**src/rtl/task_2_out_if.sv**
```systemverilog
// rtl/task_2_out_if.sv - core-side strobe and stream signals of the task 2 output stage
interface task_2_out_if #(
   parameter int DATA_WIDTH = 8
);
   logic [DATA_WIDTH-1:0] i_data;
   logic                  i_enb;
   logic                  i_tready;
   logic                  o_tdata_valid;
   logic [DATA_WIDTH-1:0] o_tdata;
   logic                  o_tdata_last;
   logic                  o_output_last;
   logic                  o_overflow;

   modport master (
      input  i_data, i_enb, i_tready,
      output o_tdata_valid, o_tdata, o_tdata_last, o_output_last, o_overflow
   );

   modport slave (
      output i_data, i_enb, i_tready,
      input  o_tdata_valid, o_tdata, o_tdata_last, o_output_last, o_overflow
   );
endinterface

```
**src/rtl/task_2_out.sv**
```systemverilog
// rtl/task_2_out.sv - task 2 output stage: two-frame circular buffer feeding a stream master
// TASK_2_OUT_FRAME_GATE_EN selects store-and-forward frame start; default build is cut-through.
module task_2_out #(
   parameter int DATA_WIDTH = 8,
   parameter int NUM_WORDS  = 243
) (
   input  logic         i_clk,
   input  logic         i_rst,
   task_2_out_if.master bus
);
   localparam int AW    = $clog2(NUM_WORDS) + 1;
   localparam int DEPTH = 2 ** AW;
   localparam int OW    = AW + 1;
   localparam int CW    = (NUM_WORDS > 1) ? $clog2(NUM_WORDS) : 1;
   localparam logic [OW-1:0] DEPTH_OCC = OW'(DEPTH);
   localparam logic [OW-1:0] FRAME_OCC = OW'(NUM_WORDS);
   localparam logic [CW-1:0] LAST_IDX  = CW'(NUM_WORDS - 1);

   typedef enum logic [1:0] {
      s_IDLE = 2'd0,
      s_SEND = 2'd1,
      s_DONE = 2'd2
   } state_t;

   state_t                state_q, state_d;
   logic [DATA_WIDTH-1:0] mem [DEPTH];
   logic [AW-1:0]         wr_ptr_q, wr_ptr_d;
   logic [AW-1:0]         rd_ptr_q, rd_ptr_d;
   logic [OW-1:0]         occ_q, occ_d;
   logic [CW-1:0]         cnt_q, cnt_d;
   logic                  tvalid_q, tvalid_d;
   logic [DATA_WIDTH-1:0] tdata_q, tdata_d;
   logic                  tlast_q, tlast_d;
   logic                  olast_q, olast_d;
   logic                  ovf_q, ovf_d;
   logic                  full;
   logic                  wr_en;
   logic                  hs;
   logic                  load;
   logic                  start;

   // The word parked in the output register still occupies a slot, so total storage is DEPTH.
   assign full  = (occ_q + {{AW{1'b0}}, tvalid_q}) == DEPTH_OCC;
   assign wr_en = bus.i_enb && !full;
   assign hs    = tvalid_q && bus.i_tready;

`ifdef TASK_2_OUT_FRAME_GATE_EN
   assign start = occ_q >= FRAME_OCC;
`else
   assign start = occ_q != '0;
`endif

   always_ff @(posedge i_clk) begin
      if (i_rst) begin
         state_q <= s_IDLE;
      end else begin
         state_q <= state_d;
      end
   end

   always_comb begin
      state_d = state_q;
      case (state_q)
         s_IDLE:  if (start) state_d = s_SEND;
         s_SEND:  if (hs && tlast_q) state_d = s_DONE;
         s_DONE:  state_d = s_IDLE;
         default: state_d = s_IDLE;
      endcase
   end

   always_comb begin
      cnt_d = cnt_q;
      if (state_q == s_IDLE) begin
         cnt_d = '0;
      end else if (hs) begin
         cnt_d = tlast_q ? '0 : cnt_q + 1'b1;
      end

      // Never prefetch past the last word, so the next frame stays fully in the buffer.
      load = (state_q == s_SEND) && (occ_q != '0) && (!tvalid_q || (hs && !tlast_q));

      tvalid_d = tvalid_q;
      tdata_d  = tdata_q;
      tlast_d  = tlast_q;
      if (load) begin
         tvalid_d = 1'b1;
         tdata_d  = mem[rd_ptr_q];
         tlast_d  = (cnt_d == LAST_IDX);
      end else if (hs) begin
         tvalid_d = 1'b0;
         tlast_d  = 1'b0;
      end

      wr_ptr_d = wr_ptr_q + {{(AW-1){1'b0}}, wr_en};
      rd_ptr_d = rd_ptr_q + {{(AW-1){1'b0}}, load};
      occ_d    = occ_q + {{(OW-1){1'b0}}, wr_en} - {{(OW-1){1'b0}}, load};
      olast_d  = (state_d == s_DONE);
      ovf_d    = ovf_q || (bus.i_enb && full);
   end

   always_ff @(posedge i_clk) begin
      if (wr_en) begin
         mem[wr_ptr_q] <= bus.i_data;
      end
   end

   always_ff @(posedge i_clk) begin
      if (i_rst) begin
         wr_ptr_q <= '0;
         rd_ptr_q <= '0;
         occ_q    <= '0;
         cnt_q    <= '0;
         tvalid_q <= 1'b0;
         tdata_q  <= '0;
         tlast_q  <= 1'b0;
         olast_q  <= 1'b0;
         ovf_q    <= 1'b0;
      end else begin
         wr_ptr_q <= wr_ptr_d;
         rd_ptr_q <= rd_ptr_d;
         occ_q    <= occ_d;
         cnt_q    <= cnt_d;
         tvalid_q <= tvalid_d;
         tdata_q  <= tdata_d;
         tlast_q  <= tlast_d;
         olast_q  <= olast_d;
         ovf_q    <= ovf_d;
      end
   end

   assign bus.o_tdata_valid = tvalid_q;
   assign bus.o_tdata       = tdata_q;
   assign bus.o_tdata_last  = tlast_q;
   assign bus.o_output_last = olast_q;
   assign bus.o_overflow    = ovf_q;
endmodule

```
**src/flat_wrapper.sv**
```systemverilog
// flat-port wrapper written by rule: the top's interface ports become plain ports
module task_2_out_flat 
#(
   parameter int DATA_WIDTH = 8,
   parameter int NUM_WORDS  = 243
)
  (i_clk, i_rst, bus_i_data, bus_i_enb, bus_i_tready, bus_o_tdata_valid, bus_o_tdata, bus_o_tdata_last, bus_o_output_last, bus_o_overflow);
  task_2_out_if #(.DATA_WIDTH(DATA_WIDTH)) bus_i ();
  input  logic i_clk;
  input  logic i_rst;
  input wire logic [$bits(bus_i.i_data)-1:0] bus_i_data;
  input wire logic [$bits(bus_i.i_enb)-1:0] bus_i_enb;
  input wire logic [$bits(bus_i.i_tready)-1:0] bus_i_tready;
  output wire logic [$bits(bus_i.o_tdata_valid)-1:0] bus_o_tdata_valid;
  output wire logic [$bits(bus_i.o_tdata)-1:0] bus_o_tdata;
  output wire logic [$bits(bus_i.o_tdata_last)-1:0] bus_o_tdata_last;
  output wire logic [$bits(bus_i.o_output_last)-1:0] bus_o_output_last;
  output wire logic [$bits(bus_i.o_overflow)-1:0] bus_o_overflow;
  assign bus_i.i_data = bus_i_data;
  assign bus_i.i_enb = bus_i_enb;
  assign bus_i.i_tready = bus_i_tready;
  assign bus_o_tdata_valid = bus_i.o_tdata_valid;
  assign bus_o_tdata = bus_i.o_tdata;
  assign bus_o_tdata_last = bus_i.o_tdata_last;
  assign bus_o_output_last = bus_i.o_output_last;
  assign bus_o_overflow = bus_i.o_overflow;
  task_2_out #(.DATA_WIDTH(DATA_WIDTH), .NUM_WORDS(NUM_WORDS)) u_core (.i_clk(i_clk), .i_rst(i_rst), .bus(bus_i));
endmodule
```
**config.mk**
```make
export PLATFORM = sky130hd
export DESIGN_NAME = task_2_out_flat
export DESIGN_NICKNAME = d
export VERILOG_FILES = /design/src/rtl/task_2_out_if.sv /design/src/rtl/task_2_out.sv /design/src/flat_wrapper.sv
export SDC_FILE = /design/constraint.sdc
export NUM_CORES = 2
export LEC_CHECK = 0
export CAP_MARGIN = 20
export CORE_MARGIN = 2
export CORE_UTILIZATION = 60
export DETAILED_ROUTE_END_ITERATION = 12
export GPL_ROUTABILITY_DRIVEN = 0
export HOLD_SLACK_MARGIN = 0.1
export MAX_ROUTING_LAYER = met4
export PLACE_DENSITY = 0.74
export SKIP_LAST_GASP = 1
export SLEW_MARGIN = 20
export SYNTH_ARGS = -nofsm -noshare
export SYNTH_HDL_FRONTEND = slang
export SYNTH_SLANG_ARGS = --single-unit
```
**constraint.sdc**
```tcl
create_clock -name i_clk -period 9.4 [get_ports i_clk]
set_clock_uncertainty 0.1 [all_clocks]
set_input_delay 1.88 -clock i_clk [delete_from_list [all_inputs] [get_ports i_clk]]
set_output_delay 1.88 -clock i_clk [all_outputs]
set_load 0.01 [all_outputs]
```
**After elaboration in Yosys (flattened, before gate mapping)**

Memories as Yosys holds them, arrays and structs flattened. A register that Yosys moved wholly into a read port is not among the register bits.
Cells that the tools add are included.

- Add/subtract/negate cells: 6
- Equality and inequality tests: 4
- Multiplexer cells: 11
- Reduce and logical (&&, ||, !) cells: 15

Operator list:

| operator | number |
|---|---|
| 8-bit two-way mux | 3 |
| 10-bit by 1-bit adder with 10-bit output | 2 |
| 9-bit by 1-bit adder with 9-bit output | 2 |
| 10-bit equality test (second input constant) | 1 |
| 10-bit nonzero test | 1 |
| 10-bit by 1-bit subtractor with 10-bit output | 1 |
| 8-bit by 1-bit adder with 8-bit output (second input constant) | 1 |
| 8-bit equality test (second input constant) | 1 |
| 1-bit logical AND | 7 |
| 1-bit two-way mux | 5 |
| 2-bit two-way mux | 2 |
| 2-bit case mux with 2 select lines | 1 |
| 1-bit logical NOT | 3 |
| 2-bit by 1-bit equality test with 1-bit output (second input constant) | 1 |
| 2-bit equality test (second input constant) | 1 |
| 2-bit logical NOT | 1 |
| 1-bit logical OR | 2 |
| 2-bit nonzero test | 1 |

- Register bits after elaboration: 42
- Memory bits (writable): 4096
- Input port bits: 12
- Output and inout port bits: 12
- Logic and storage cells: 46
- Memories: 1

Memories:

| name | depth | width | read ports | clocked after memory_dff | wr ports | RTL line | RTL |
|---|---|---|---|---|---|---|---|
| u_core.mem | 512 | 8 | 1 | 1 | 1 | task_2_out.sv:26 | `logic [DATA_WIDTH-1:0] mem [DEPTH];` |

**Logic depth before layout (Yosys ltp)**

- Word-level depth: 6
- Depth in mapped cells: 18
- Mapped depth without buffers: 18

**Worst setup path after synthesis**

OpenSTA, ideal clock, no wires.

- Path type: input to register
- From: in bus_i_tready
- To: reg u_core.occ_q[9]
- Setup time: 0.121 ns
- Data arrival time: 4.309 ns
- Required time: 9.179 ns
- Setup slack: 4.870 ns
- Stages: 15
- Path buffers: 0
- Path through: nand2_1 > o21ai_0 > nand3_1 > inv_1 > ha_1 > inv_1 > ha_1 > a21o_1 > a21oi_1 > o21bai_1 > a21oi_1 > o21bai_1 > a21oi_1 > o21ai_0 > mux2_2

- Cells in the longest elaborated chain, start to end: 5

RTL lines:

| element | RTL line | RTL |
|---|---|---|
| from (decl) | flat_wrapper.sv:13 | `input wire logic [$bits(bus_i.i_tready)-1:0] bus_i_tready;` |
| 1-bit logical AND | task_2_out.sv:45 | `assign hs = tvalid_q && bus.i_tready;` |
| 1-bit logical AND | task_2_out.sv:80 | `load = (state_q == s_SEND) && (occ_q != '0) && (!tvalid_q \|\| (hs && !tlast_q));` |
| 1-bit logical OR | task_2_out.sv:80 |  |
| 1-bit logical AND | task_2_out.sv:80 |  |
| net u_core.load | task_2_out.sv:39 | `logic load;` |
| 10-bit by 1-bit subtractor with 10-bit output | task_2_out.sv:96 | `occ_d = occ_q + {{(OW-1){1'b0}}, wr_en} - {{(OW-1){1'b0}}, load};` |
| to (signal assigned) | task_2_out.sv:111 | `occ_q <= '0;` |
| to (signal assigned) | task_2_out.sv:121 | `occ_q <= occ_d;` |
| to (decl) | task_2_out.sv:29 | `logic [OW-1:0] occ_q, occ_d;` |

The timed path passes the listed nets, and every way through them passes these cells.
A chain may end at the register's enable or synchronous reset.

==> reports/metrics.yaml <==
final_cell_mix: "4096 x edfxtp_1, 1039 x mux4_2, 611 x nor2_1"
r2r_start: "u_core.rd_ptr_q[3]"
grt_pass1_wl_um: 600000
drtPass1Iterations: 6
ctsHoldBuffers: 0
vias_per_cell: 7.05
holdWs_ns: 0.364
period_minus_slack_ns: 5.32
drt-initial-drc-count: 13704
r2r_setup_slack_ns: 4.08
worst_setup_path_start_kind: "flop"
netSwitchingFraction: 0.241
numCtsBuffers: 398
grt_use_total: 0.321
fin_crit_sh: 0.566
min-delay-start: "u_core.bus.o_tdata[3]"
max_freq_ghz: 0.188
syn_avg_cell_area_um2: 21.4
syn_nets: 7589
dpl.hpwl_um: 241000
dp_cells: 10812
clock_sinks: 4146
crit_top_cell: "buf_4"
clkLatencyLatePin_ns: 0.96
yosys_warnings: 0
rsz0062_at_grt: "no"
io_pins: 24
rr_worst_depth: 9
timing.hold.worst.class: "flop to flop"
critPathRequiredTime_ns: 10.19
cp_max_fo: 28
p_seq_frac: 0.483
final_common_cell: "edfxtp_1"
cts.repair.resized: 0
die_area_um2: 274000
fp-row-count: 190
end_kind: "flop"
switchingPower_mw: 10.2
cts_buffer_depth: 4
port_buffers: 23
power_frac_clock: 0.378
grt_max_degree: 213
ant_nets: 0
p_comb_frac: 0.139
antenna_found_initial: 21
final-max-slew-violation-count: 0
area_growth_syn_to_layout_pct: 10.4
nFillCells: 16223
fp.coreArea_um2: 268000
post-route-drc-count: 0
min_path_cells: 2
setup_ws_ns: 4.08
syn_inst: 7548
setup_viol: 0
maxCapViolCount: 0
cts_max_level: 5
min_to: "u_core.bus.o_tdata[3]"
rr_endpoint: "u_core.bus.o_tdata[5]"
final_hold_viol_count: 0
post_cts_buffers: 0
critPathSlowestCell: "a211oi_1"
tns_ns: 0
leakagePower_nw: 54.3
async_flop_share: 0
start_util: 0.603
outcome: "finished clean"
synth-edff-count: 4096
wl_um: 423000
max_slew.worst_pin.slew_ns: 1.26
clock-root-buffer: "clkbuf_16"
relSlewSlack: 0.159
path_cells: "nor2b_4 > buf_4 > buf_4 > a221oi_1 > o22ai_1 > nor4_1 > a211oi_1 > nand3b_1 > a32o_1"
ir_worst_vdd_mv: 0.158
dpl_worst_slack_ns: 3.77
globalRouteOverflowTotal: 0
ys.flop_type: "edfxtp_1"
die_w_um: 523
cts_tree: "built"
ys_ff_latch: 4146
worstSetupPathType: "flop to flop"
intPower_mw: 32.1
drive_above_1_share: 0.232
fin_cells: 11569
max_stage_delay_ns: 0.98
clk_pin_slew_worst_paths_ns: 0.06
wl_per_cell_um: 36.6
die_h_um: 523
synth-seq-area-share: 0.767
power.density_nw_per_um2: 237
vias: 81550
syn_area_um2: 162000
nets: 7703
grt_pass1_vias: 79772
yosysUniqueCellTypes: 75
critPathArrivalTime_ns: 6.11
-- critical path, delay by kind of cell (launching register included) --
| kind | cells | cell delay, ns |
|---|---|---|
| buffers and inverters | 2 | 1.25 |
| AND/OR/NAND/NOR | 3 | 1.17 |
| flip-flops | 1 | 0.77 |
| AO/OA/AOI/OAI | 4 | 1.85 |
-- registers in the layout, indices dropped and copies added, names as in the netlist --
name,cells
u_core.wr_ptr_q,9
u_core.bus.o_tdata_last,1
u_core.occ_q,10
u_core.bus.o_tdata_valid,1
u_core.mem,4096
u_core.state_q,2
u_core.cnt_q,8
u_core.bus.o_output_last,1
u_core.rd_ptr_q,9
u_core.bus.o_tdata,8
u_core.bus.o_overflow,1
-- Yosys cell counts, drive strengths merged (13+ instances only) --
cell type / n / area, um^2
ha: 28 / 350
o21ai: 50 / 250
a221oi: 42 / 380
a2111oi: 17 / 150
and3: 17 / 106
dfxtp: 50 / 1000
a31oi: 24 / 150
a22oi: 69 / 518
nor2: 618 / 2320
and2: 16 / 100
xnor2: 20 / 175
a22o: 28 / 245
nor3: 24 / 120
nor2b: 24 / 150
o221ai: 24 / 210
inv: 20 / 75.1
o22ai: 53 / 332
mux2i: 256 / 2560
clkbuf: 211 / 792
buf: 253 / 2050
edfxtp: 4096 / 123000
nand2: 209 / 785
a21oi: 108 / 541
nand3: 46 / 230
a211oi: 39 / 293
mux4: 1039 / 23400
nand4: 13 / 81.3
-- metrics by stage --
stage | total power, mW | util | cell area (um^2)
final | 42.3 | 0.666 | 178000
after global routing | 43.4 | 0.666 | 178000
after CTS | 42.4 | 0.666 | 178000
after detailed placement | 26.7 | 0.617 | 165000
after global placement | 26.6 | 0.617 | 165000
after floorplan | 25.1 | - | 162000
-- routing by layer --
| metal | up-vias | track usage | wire [um] |
|---|---|---|---|
| met1 | 42475 | 0.439 | 151000 |
| met4 | 0 | 0.125 | 18100 |
| met2 | 6353 | 0.473 | 200000 |
| met5 | - | - | 0 |
| met3 | 965 | 0.0806 | 54400 |
| li1 | 31757 | - | - |
-- power by group through the flow --
stage	registers [mW]	logic [mW]	clock network, mW
final	20.5	5.88	16.0
after global routing	20.5	6.15	16.8
after CTS	20.5	5.87	16.1
after detailed placement	20.8	5.82	0
after global placement	20.8	5.78	0
after floorplan	20.8	4.33	0
-- how the worst max path moves through the flow --
stage	start	end	depth (start not counted)
2_1_floorplan	bus_i_tready	u_core.occ_q[9]	15
3_3_place_gp	bus_i_enb	u_core.mem[376][0]	5
3_5_place_dp	bus_i_tready	u_core.occ_q[9]	16
4_1_cts	u_core.rd_ptr_q[1]	u_core.bus.o_tdata[1]	8
5_1_grt	u_core.rd_ptr_q[0]	u_core.bus.o_tdata[4]	9
6_report	u_core.rd_ptr_q[3]	u_core.bus.o_tdata[5]	9
-- cells by family (layout without fill, tap and decap cells) --
| logic type | Yosys count | count (layout) | synth area share |
|---|---|---|---|
| XOR/XNOR | 28 | 28 | 0.00152 |
| flip-flops | 4146 | 4146 | 0.767 |
| adder cells (fa/ha/maj) | 29 | 29 | 0.00229 |
| buffers and inverters | 485 | 924 | 0.0181 |
| AO/OA/AOI/OAI | 535 | 535 | 0.0233 |
| multiplexers | 1306 | 1306 | 0.161 |
| other | 0 | 30 | 0 |
| AND/OR/NAND/NOR | 1019 | 1019 | 0.0264 |
-- cell type report --
| cell class | count | area (um^2) | area share |
|---|---|---|---|
| Antenna cell | 30 | 75.1 | 0.000421 |
| Clock buffer | 473 | 10400 | 0.0580 |
| Clock inverter | 252 | 2580 | 0.0145 |
| Inverter | 21 | 86.3 | 0.000484 |
| Multi-Input combinational cell | 2917 | 35000 | 0.196 |
| Sequential cell | 4146 | 124000 | 0.695 |
| Tap cell | 3552 | 4440 | 0.0249 |
| Timing Repair Buffer | 178 | 1870 | 0.0105 |
(Power assumes the default switching activity.)
